## src/rtl/rf_pkg.sv

```systemverilog
// Shared constants and types for the register-bank write-back controller.
package rf_pkg;

  localparam int NREGS = 32;
  localparam int AW    = 5;
  localparam int DW    = 32;

  localparam logic [AW-1:0] REG_ZERO = '0;

  typedef struct packed {
    logic          valid;
    logic [AW-1:0] addr;
    logic [DW-1:0] data;
  } wb_req_t;

endpackage

```

## src/rtl/wb_rr_arbiter.sv

```systemverilog
// Two-requester round-robin grant for the register-bank write port.
// rr=0 favours mem, rr=1 favours alu; the pointer moves to the loser on contention.
module wb_rr_arbiter
  import rf_pkg::*;
(
  input  logic clock,
  input  logic reset,
  input  logic mem_valid,
  input  logic alu_valid,
  output logic mem_gnt,
  output logic alu_gnt
);

  logic rr_q, rr_d;

  always_comb begin
    mem_gnt = mem_valid & (~alu_valid | ~rr_q);
    alu_gnt = alu_valid & (~mem_valid |  rr_q);
    rr_d    = rr_q;
    if (mem_valid && alu_valid) rr_d = ~rr_q;
  end

  always_ff @(posedge clock or negedge reset) begin
    if (!reset) rr_q <= 1'b0;
    else        rr_q <= rr_d;
  end

endmodule

```

## src/rtl/regfile_wb_ctrl.sv

```systemverilog
// Write-back controller: arbitrates the bank write port and keeps the busy scoreboard.
// Optional RF_WB_FWD_EN adds forwarding of the in-flight bank write to decode.
module regfile_wb_ctrl
  import rf_pkg::*;
(
  input  logic            clock,
  input  logic            reset,
  input  logic            issue_valid,
  input  logic [AW-1:0]   issue_rd,
  input  logic [AW-1:0]   rs_a,
  input  logic [AW-1:0]   rs_b,
  output logic            stall,
  input  logic            alu_valid,
  input  logic [AW-1:0]   alu_addr,
  input  logic [DW-1:0]   alu_data,
  output logic            alu_ready,
  input  logic            mem_valid,
  input  logic [AW-1:0]   mem_addr,
  input  logic [DW-1:0]   mem_data,
  output logic            mem_ready,
  output logic            enc,
  output logic [AW-1:0]   addrc,
  output logic [DW-1:0]   datac,
  output logic [NREGS-1:0] busy,
  output logic [AW:0]     outstanding,
  output logic            sb_err
`ifdef RF_WB_FWD_EN
  ,
  output logic            fwd_a_hit,
  output logic            fwd_b_hit,
  output logic [DW-1:0]   fwd_data
`endif
);

  localparam logic [AW:0]      CNT_ONE = 1;
  localparam logic [NREGS-1:0] BIT_ONE = 1;

  wb_req_t alu_req, mem_req, win_req;
  logic    alu_gnt, mem_gnt, wb_acc;
  logic    haz_a, haz_b, issue_acc, set_hit, clr_hit;
  logic [NREGS-1:0] set_vec, clr_vec;

  logic             enc_q, enc_d;
  logic [AW-1:0]    addrc_q, addrc_d;
  logic [DW-1:0]    datac_q, datac_d;
  logic [NREGS-1:0] busy_q, busy_d;
  logic [AW:0]      outstanding_q, outstanding_d;
  logic             sb_err_q, sb_err_d;

  wb_rr_arbiter u_arb (
    .clock     (clock),
    .reset     (reset),
    .mem_valid (mem_valid),
    .alu_valid (alu_valid),
    .mem_gnt   (mem_gnt),
    .alu_gnt   (alu_gnt)
  );

  always_comb begin
    alu_req = '{valid: alu_valid, addr: alu_addr, data: alu_data};
    mem_req = '{valid: mem_valid, addr: mem_addr, data: mem_data};
    win_req = mem_gnt ? mem_req : alu_req;
    wb_acc  = (mem_gnt | alu_gnt) & win_req.valid;
  end

  // Hazard detection; with forwarding, a source being written this cycle is not a hazard.
  always_comb begin
    haz_a = busy_q[rs_a] & (rs_a != REG_ZERO);
    haz_b = busy_q[rs_b] & (rs_b != REG_ZERO);
`ifdef RF_WB_FWD_EN
    fwd_a_hit = enc_q & (addrc_q == rs_a) & (rs_a != REG_ZERO);
    fwd_b_hit = enc_q & (addrc_q == rs_b) & (rs_b != REG_ZERO);
    fwd_data  = datac_q;
    haz_a     = haz_a & ~fwd_a_hit;
    haz_b     = haz_b & ~fwd_b_hit;
`endif
    stall     = issue_valid & (haz_a | haz_b | busy_q[issue_rd]);
    issue_acc = issue_valid & ~stall;
  end

  always_comb begin
    enc_d   = wb_acc & (win_req.addr != REG_ZERO);
    addrc_d = addrc_q;
    datac_d = datac_q;
    if (enc_d) begin
      addrc_d = win_req.addr;
      datac_d = win_req.data;
    end

    set_vec = (issue_acc && issue_rd != REG_ZERO) ? (BIT_ONE << issue_rd) : '0;
    clr_vec = enc_q ? (BIT_ONE << addrc_q) : '0;
    busy_d  = (busy_q & ~clr_vec) | set_vec;

    // Only a genuine clear of a busy bit moves the count, so it cannot wrap.
    set_hit = |set_vec;
    clr_hit = enc_q & busy_q[addrc_q];
    outstanding_d = outstanding_q;
    if (set_hit && !clr_hit)      outstanding_d = outstanding_q + CNT_ONE;
    else if (!set_hit && clr_hit) outstanding_d = outstanding_q - CNT_ONE;

    sb_err_d = sb_err_q | (enc_q & ~busy_q[addrc_q]);
  end

  always_ff @(posedge clock or negedge reset) begin
    if (!reset) begin
      enc_q         <= 1'b0;
      addrc_q       <= '0;
      datac_q       <= '0;
      busy_q        <= '0;
      outstanding_q <= '0;
      sb_err_q      <= 1'b0;
    end else begin
      enc_q         <= enc_d;
      addrc_q       <= addrc_d;
      datac_q       <= datac_d;
      busy_q        <= busy_d;
      outstanding_q <= outstanding_d;
      sb_err_q      <= sb_err_d;
    end
  end

  assign alu_ready   = alu_gnt;
  assign mem_ready   = mem_gnt;
  assign enc         = enc_q;
  assign addrc       = addrc_q;
  assign datac       = datac_q;
  assign busy        = busy_q;
  assign outstanding = outstanding_q;
  assign sb_err      = sb_err_q;

endmodule

```

## config.mk

```make
export PLATFORM = sky130hd
export DESIGN_NAME = regfile_wb_ctrl
export DESIGN_NICKNAME = d
export VERILOG_FILES = /design/src/rtl/rf_pkg.sv /design/src/rtl/wb_rr_arbiter.sv /design/src/rtl/regfile_wb_ctrl.sv
export SDC_FILE = /design/constraint.sdc
export NUM_CORES = 1
export LEC_CHECK = 0
export CAP_MARGIN = 15
export CORE_UTILIZATION = 40
export DETAILED_ROUTE_END_ITERATION = 8
export GPL_ROUTABILITY_DRIVEN = 0
export PLACE_DENSITY = 0.72
export SLEW_MARGIN = 5
export SYNTH_ARGS = -nofsm -noshare
export SYNTH_HDL_FRONTEND = slang
export SYNTH_SLANG_ARGS = --single-unit
```

## constraint.sdc

```tcl
create_clock -name clock -period 6.8 [get_ports clock]
set_input_delay 1.7 -clock clock [delete_from_list [all_inputs] [get_ports clock]]
set_output_delay 1.7 -clock clock [all_outputs]
set_load 0.02 [all_outputs]
```

==> flow_metrics.tcl <==
set metrics [dict create \
    status "finished clean" \
    synth_warnings 0 \
    final_cell_mix "172 x clkdlybuf4s50_1, 78 x dfrtp_1, 53 x o21ai_0, 49 x nor2_1, 46 x mux2i_1" \
    crit_buf_inv 2 \
    ir_worst_vdd_mv 0.187 \
    worstMarginPinSlew_ns 1.01 \
    slowest_delay_ns 0.78 \
    wire_per_inst_um 20.1 \
    syn-cell-area_mm2 0.00494 \
    drc 0 \
    final_hold_viol_count 0 \
    drt_first_pass_iters 6 \
    finalSetupViolCount 0 \
    ys_types 55 \
    syn2layout_area_growth_pct 43.5 \
    fin_worst_skew_ns 0.00610 \
    crit_chain "clkdlybuf4s50_1 -> mux2_2 -> o311ai_0 -> a311oi_1 -> nor3b_1 -> nand4_2 -> o31a_1 -> clkdlybuf4s50_1" \
    synthFlopType "dfrtp_1" \
    grt.total_usage_pct 26.1 \
    clock_path_buffers 2 \
    drtIter0Drc 481 \
    fp.dieH_um 113 \
    die_w_um 113 \
    rsz0062_at_grt "no" \
    power_density_mw_per_mm2 369 \
    syn_area_per_cell_um2 9.88 \
    vias 4869 \
    crit_family "buffers and inverters" \
    final_core_util_pct 59.0 \
    grt_max_degree 79 \
    yosysTopAreaCell "dfrtp_1" \
    dp.cells 796 \
    grt_pass1_wl_um 25600 \
    cp.arrival_ns 4.71 \
    cp_max_fo 10 \
    cts_buffers 9 \
    fin_tns_setup_ns 0 \
    num_rows 40 \
    io-pin-count 174 \
    wirelength_um 16300 \
    synthTopCellsByArea "dfrtp_1 40%, mux4_2 11%, mux2i_1 9.3%" \
    cts_tree "built" \
    p_leak_nw 2.74 \
    io_buffers 173 \
    synth_nets 600 \
    slew_viol_final 0 \
    nets 761 \
    syn_inst 500 \
    num_antenna_cells 0 \
    finalNonFillerCells 813 \
    fp.dieArea_mm2 0.0128 \
    post_cts_buffers 0 \
    cp-end-kind "primary output" \
    layout-drive-gt1-share_pct 10.1 \
    slowest_stage "clkdlybuf4s50_1" \
    dp_hpwl_um 12000 \
    grt_pass1_vias 4861 \
    cts.sinks 78 \
    period_share_pct 94.3 \
    cts_htree_levels 3 \
    cts_hold_buf 0 \
    clock_insertion_delay_worst_skew_ns 0.34 \
    placeableCoreArea_mm2 0.0120 \
    antenna_found_initial 0 \
    crit_path_start_kind "input pin" \
    cts_resized 0 \
    n_fill_cell 1012 \
    ys_async_sr_fraction_pct 100 \
    start_util_pct 41.1 \
    clkTransAtPathRegs_ns 0.06 \
    synth_seq_cells 78 \
    crit_type "input pin to primary output" \
    hp-class "register to register" \
    max_slew_margin_pct 32.3 \
    cts_root_buf "clkbuf_16" \
    drt.antenna.violating_nets 0 \
    maxCapViolCount 0 \
    worstPathRequired_ns 5.10 \
    synth_edf_count 0 \
    path_common_cell "clkdlybuf4s50_1" \
    gr-total-overflow 0 \
    layout_commonest_cell "clkdlybuf4s50_1" \
    yosys.area.top_type_share_pct 39.5 \
    viasPerCell 5.99 \
    synth_seq_area_share_pct 39.5 \
    fmax_mhz 156 \
    period_minus_slack_ns 6.41 \
]
-- metal layers --
layer | vias up | part of all wire (%) | track usage [%] | wire length (µm)
met3 | 48 | 13 | 9.64 | 2090
li1 | 2180 | - | - | -
met2 | 355 | 47 | 41.3 | 7590
met4 | 0 | 3.0 | 11.8 | 485
met1 | 2286 | 38 | 31.8 | 6150
met5 | - | 0 | 0 | 0
-- metrics by stage --
stage	total power, mW	hold slack, ns	cell area, µm²	setup WS [ns]
floorplan	1.54	0.466	4940	1.71
global placement	2.09	0.458	6790	0.488
detailed placement	2.13	0.458	6790	0.407
CTS	2.61	0.474	7090	0.379
global route	2.76	0.495	7090	0.275
finish	2.62	0.472	7090	0.390
-- report_power, final --
group          internal [mW]  total [mW]  leakage (nW)  switching, mW
logic                  0.651        1.26          1.68          0.609
clock network          0.278       0.476         0.141          0.198
registers              0.617       0.882         0.916          0.264
total                   1.55        2.62          2.74           1.07
-- Yosys cell counts (9+ instances only) --
master and instances:
a21oi_1 41, buf_2 11, clkbuf_1 15, dfrtp_1 78, inv_1 9, mux2i_1 46, mux4_2 24, nand2_1 32
nand3_1 14, nor2_1 49, nor2b_1 14, o21ai_0 53, o31ai_1 9, or3_1 14
-- final timing paths --
check | startpoint | to | slack, ns | depth (start not counted)
setup / recovery | rs_a[0] | stall | 0.39 | 8
hold / removal | outstanding[5] | outstanding[5] | 0.47 | 1
setup reg to reg | addrc[0] | outstanding[5] | 2.72 | 13
hold reg to reg | outstanding[5] | outstanding[5] | 0.47 | 1
max in group asynchronous | reset | outstanding[5] | 4.65 | 1
min in group asynchronous | reset | datac[31] | 1.52 | 1
-- registers in the layout, indices dropped and copies added, names as in the netlist --
name / count
enc: 1
outstanding: 6
u_arb.rr_q: 1
datac: 32
sb_err: 1
busy: 32
addrc: 5
-- worst register-to-register path: stages, from the launching register on --
cell and delay (ns):
dfrtp_1 0.83, mux4_2 0.65, mux4_2 0.48, mux2_2 0.30, nand2_1 0.08, ha_1 0.22
inv_1 0.15, ha_1 0.30, a21o_1 0.17, a21oi_1 0.24, o21bai_1 0.13, mux2i_1 0.16
o211ai_1 0.11, xor2_1 0.15
-- kinds of logic (layout without fill, tap and decap cells) --
kind of cell,count (synthesis),after routing,share of synthesized area (%)
compound gates,133,133,15.5
xor+xnor,6,6,1.06
fa+ha+maj,6,6,1.67
buf+inv,43,209,3.95
flops,78,78,39.5
mux,77,77,21.9
simple gates,157,157,16.5
-- cell type report --
class | instances | area [µm²] | share of cell area [%]
repair buffers | 184 | 1810 | 25.5
flip-flops and latches | 78 | 1950 | 27.5
clock inverters | 4 | 28.8 | 0.406
clock buffers | 12 | 267 | 3.76
multi-input cells | 379 | 2820 | 39.7
well taps | 147 | 184 | 2.59
inverters | 9 | 33.8 | 0.476
Note: power is estimated with default switching activity, not from simulation.
